==> src/rtl/led_sequencer.sv <==
`default_nettype none
// ============================================================================
// Module      : led_sequencer
// Description : Prescaled 8-LED pattern generator (rotate/bounce/count/blink)
// Revision    : 1.0 - initial release
// ============================================================================
module led_sequencer #(
  parameter int DIV = 1_200_000
) (
  input  logic       clk,
  input  logic       rstn,
  input  logic       en,
  input  logic [1:0] mode,
  output logic       step,
  output logic       LED0,
  output logic       LED1,
  output logic       LED2,
  output logic       LED3,
  output logic       LED4,
  output logic       LED5,
  output logic       LED6,
  output logic       LED7
);

  localparam int          CW     = (DIV > 1) ? $clog2(DIV) : 1;
  localparam logic [CW-1:0] c_last = CW'(DIV - 1);

  localparam logic [1:0] c_shift  = 2'd0;
  localparam logic [1:0] c_bounce = 2'd1;
  localparam logic [1:0] c_count  = 2'd2;
  localparam logic [1:0] c_blink  = 2'd3;

  typedef enum logic [0:0] {
    UP   = 1'b0,
    DOWN = 1'b1
  } dir_t;

  logic [CW-1:0] r_cnt;
  logic [7:0]    r_pat;
  logic [7:0]    w_pat_nxt;
  logic [1:0]    r_mode;
  dir_t          r_dir;
  dir_t          w_dir_nxt;
  logic          w_step;

  // Gated by en so a step can never fire while frozen.
  assign w_step = en && (r_cnt == c_last);
  assign step   = w_step;

  always_ff @(posedge clk or negedge rstn) begin
    if (!rstn) begin
      r_cnt <= '0;
    end else if (en) begin
      if (r_cnt == c_last) r_cnt <= '0;
      else                 r_cnt <= r_cnt + CW'(1);
    end
  end

  always_ff @(posedge clk or negedge rstn) begin
    if (!rstn) begin
      r_pat  <= 8'h01;
      r_mode <= c_shift;
      r_dir  <= UP;
    end else if (w_step) begin
      r_pat  <= w_pat_nxt;
      r_mode <= mode;
      r_dir  <= w_dir_nxt;
    end
  end

  always_comb begin
    w_pat_nxt = r_pat;
    w_dir_nxt = r_dir;
    if (mode != r_mode) begin
      // A mode switch only loads the start value; advancing resumes next step.
      w_dir_nxt = UP;
      case (mode)
        c_shift:  w_pat_nxt = 8'h01;
        c_bounce: w_pat_nxt = 8'h01;
        c_count:  w_pat_nxt = 8'h00;
        default:  w_pat_nxt = 8'hFF;
      endcase
    end else begin
      case (r_mode)
        c_shift:  w_pat_nxt = {r_pat[6:0], r_pat[7]};
        c_bounce: begin
          case (r_dir)
            UP: begin
              if (r_pat == 8'h80) begin
                w_pat_nxt = 8'h40;
                w_dir_nxt = DOWN;
              end else begin
                w_pat_nxt = r_pat << 1;
              end
            end
            default: begin
              if (r_pat == 8'h01) begin
                w_pat_nxt = 8'h02;
                w_dir_nxt = UP;
              end else begin
                w_pat_nxt = r_pat >> 1;
              end
            end
          endcase
        end
        c_count:  w_pat_nxt = r_pat + 8'd1;
        default:  w_pat_nxt = ~r_pat;
      endcase
    end
  end

  assign LED0 = r_pat[0];
  assign LED1 = r_pat[1];
  assign LED2 = r_pat[2];
  assign LED3 = r_pat[3];
  assign LED4 = r_pat[4];
  assign LED5 = r_pat[5];
  assign LED6 = r_pat[6];
  assign LED7 = r_pat[7];

endmodule
`default_nettype wire

==> config.mk <==
export PLATFORM = sky130hd
export DESIGN_NAME = led_sequencer
export DESIGN_NICKNAME = d
export VERILOG_FILES = /design/src/rtl/led_sequencer.sv
export SDC_FILE = /design/constraint.sdc
export NUM_CORES = 1
export LEC_CHECK = 0
export ABC_AREA = 1
export CAP_MARGIN = 30
export CORE_ASPECT_RATIO = 0.7
export CORE_UTILIZATION = 55
export CTS_BUF_LIST = sky130_fd_sc_hd__clkbuf_8
export DETAILED_ROUTE_END_ITERATION = 6
export PLACE_DENSITY_LB_ADDON = 0.1
export REMOVE_ABC_BUFFERS = 1
export SYNTH_ARGS = -nofsm -noshare
export SYNTH_HDL_FRONTEND = slang
export SYNTH_SLANG_ARGS = --single-unit
==> constraint.sdc <==
create_clock -name clk -period 2 [get_ports clk]
set_input_delay 0.5 -clock clk [delete_from_list [all_inputs] [get_ports clk]]
set_output_delay 0.5 -clock clk [all_outputs]
set_load 0.05 [all_outputs]
==> impl_metrics.json <==
{
  "outcome": "finished with violations",
  "violations": "negative setup slack",
  "fin_cells": 431,
  "area_growth_pct": 18.8,
  "reg2regPathDepth": 9,
  "p_sw_share_pct": 36.2,
  "fin_ws_ns": -0.0135,
  "chipHeight_microns": 56.8,
  "combPwrFrac_pct": 23.7,
  "root_buffer": "clkbuf_8",
  "slew_headroom_pct": 69.1,
  "critPathBufInv": 3,
  "crit_slowest_cell": "dfrtp_1",
  "finalSetupViolCount": 1,
  "synth-main-ff-cell": "dfrtp_1",
  "yosys-top-cells-count": "nand2_1 (79), nor2_1 (52), inv_1 (36)",
  "internal_power_w": 0.00111,
  "antenna_found_initial": 0,
  "cellPowerDensity_mw_per_mm2": 619,
  "clk_latency_ns": 0.29,
  "holdCritPathClass": "reg2reg",
  "crit_fanout": 4,
  "routedWlPerCell_microns": 14.7,
  "layout-drive-gt1-share_pct": 19.0,
  "ys_async_sr_fraction_pct": 100,
  "via_per_inst": 5.55,
  "r2r-start": "r_cnt[10]",
  "fin_setup_tns_ns": -0.0135,
  "cp-end-kind": "primary output",
  "synth.distinct_cells": 35,
  "ios": 14,
  "critPathLaunch": "r_cnt[10]",
  "start_util_pct": 58.8,
  "portBuffers": 13,
  "period_share_pct": 101,
  "crit_type": "reg2out",
  "vias": 2394,
  "nNetsFinal": 387,
  "cts_tree": "yes",
  "path_depth": 7,
  "synth_edf_count": 0,
  "synth.yosys.seq_area_share_pct": 34.0,
  "clkSlewWorstSetupHoldPaths_ns": 0.07,
  "hold_viol_final": 0,
  "die_w_microns": 80.3,
  "drtIter0Drc": 220,
  "critPathTopFamily": "simple AND/OR/NAND/NOR gates",
  "p_leak_nw": 1.33,
  "ys_ff_latch": 32,
  "place_area_sq_mm": 0.00258,
  "critPathCapture": "step",
  "clockBufferDepth": 2,
  "crit_chain": "nand2_2 > inv_4 > nand2_4 > nor2_4 > nand4_4 > inv_4 > buf_12",
  "routed_wl_microns": 6350,
  "design_area_sq_mm": 0.00281,
  "grt_pass1_wl_microns": 10200,
  "cts_buffers": 5,
  "cts_num_sinks": 32,
  "timing.rr.end": "r_pat[3]",
  "tightest_slew_ns": 0.464,
  "dp.cells": 408,
  "grt_usage_pct": 29.9,
  "synthTopCellsByArea": "dfrtp_1 (33%), nand2_1 (13%), nor2_1 (8.3%), nand3_1 (6.4%), inv_1 (5.7%)",
  "detail_route.first_pass.iterations": 7,
  "rsz0062_at_grt": "true",
  "dieArea_sq_mm": 0.00457,
  "cap_violations": 0,
  "critPathMaxStageDelay_ns": 0.45,
  "grt-ovfl-total": 0,
  "worst_path_most_repeated_cell": "inv_4",
  "drc": 0,
  "cp_data_required_time_ns": 1.50,
  "clockPowerShare_pct": 28.1,
  "grt_pass1_vias": 2036,
  "vdd_drop_max_mv": 0.595,
  "post-dp-hpwl_microns": 4480,
  "synth_top_cell_by_area": "dfrtp_1",
  "final.setup_skew_ns": 0.00800,
  "std_cell_rows": 19,
  "grt_max_degree": 33,
  "pwr-share-seq_pct": 48.2,
  "slew_violations": 0,
  "netlist_area_sq_mm": 0.00236,
  "ant_nets": 0,
  "yosysMostFrequentCell": "nand2_1",
  "htree_levels": 2,
  "ff2ff_setup_slack_ns": 0.20,
  "yosysWarnings": 0,
  "place_congestion": 0.960,
  "period_minus_slack_ns": 2.01,
  "fmax_mhz": 497,
  "critPathLaunchType": "flip-flop",
  "min_path_cells": 1,
  "synthCells": 343,
  "netlist.area_leader.share_pct": 32.8,
  "switchingPower_w": 0.000629,
  "cts_hold_buf": 0,
  "worst_ep_arrival_time_ns": 1.51,
  "avgSynthCellArea_sq_um": 6.89,
  "core_sq_mm": 0.00402,
  "antennaDiodeCount": 0
}
through the flow:
| stage | power [W] | utilization, % | hold slack [ns] | setup slack [ns] |
|---|---|---|---|---|
| after global routing | 0.00183 | 69.9 | 0.561 | -0.0641 |
| after CTS | 0.00172 | 66.9 | 0.516 | 0.000831 |
| after global placement | 0.00120 | 64.2 | 0.494 | 0.0437 |
| final | 0.00174 | 69.9 | 0.528 | -0.0135 |
| after detailed placement | 0.00121 | 64.2 | 0.496 | 0.0153 |
| after floorplan | 0.00108 | - | 0.204 | 0.206 |
repair_timing:
action | CTS | global route
gates resized for setup | 4 | 8
pin swaps | 0 | 6
endpoints found under the setup margin | 1 | 1
setup buffers | 2 | 13
gates cloned | 0 | 0
placed cells by master, fill, tap and decap left out, types with 5 or more instances in the layout:
cell type	instances
nor2_4	5
nand3_1	29
nor3_1	11
buf_4	30
a21oi_1	24
nor2_1	52
xor2_1	9
clkbuf_8	5
inv_1	34
nand2_1	79
o21ai_0	17
nand4_1	6
dfrtp_1	28
logic make-up after synthesis:
group / Yosys count / synth area share [%]
AO/OA/AOI/OAI: 49 / 11.3
XOR/XNOR: 11 / 4.08
adder cells (fa/ha/maj): 4 / 2.12
buffers and inverters: 48 / 9.11
flip-flops: 32 / 34.0
AND/OR/NAND/NOR: 199 / 39.5
state kept, by name (all words and copies together) (netlist names):
name and cells:
r_cnt 21, r_pat 8, r_dir 1, r_mode 2
metal layers:
layer	routed length (microns)	GRT usage (%)	vias to the layer above
met2	2460	36.6	105
met3	585	6.02	12
li1	-	-	1186
met5	0	0	-
met1	3190	49.8	1091
met4	113	9.69	0
area by class of cell:
cell class / count / area (sq um)
sequential: 32 / 806
tap: 52 / 65.1
fill: 348 / 1210
inverter: 39 / 156
clock buffer: 5 / 68.8
multi-input combinational: 263 / 1370
timing repair buffer: 37 / 325
clock inverter: 3 / 12.5
power groups by stage:
| stage | Sequential [W] | Clock [W] | Combinational (W) |
|---|---|---|---|
| floorplan | 0.000819 | 0 | 0.000257 |
| global placement | 0.000841 | 0 | 0.000354 |
| detailed placement | 0.000841 | 0 | 0.000366 |
| CTS | 0.000830 | 0.000497 | 0.000395 |
| global route | 0.000851 | 0.000519 | 0.000457 |
| finish | 0.000838 | 0.000488 | 0.000411 |
worst min path at each step:
stage | slack (ns) | startpoint | end
floorplan | 0.20 | rstn | r_cnt[0]
detailed placement | 0.50 | r_cnt[19] | r_cnt[19]
global route | 0.56 | r_cnt[4] | r_cnt[4]
CTS | 0.52 | r_cnt[19] | r_cnt[19]
global placement | 0.49 | r_cnt[19] | r_cnt[19]
finish | 0.53 | r_cnt[4] | r_cnt[4]
Power figures use the tool's default switching activity.
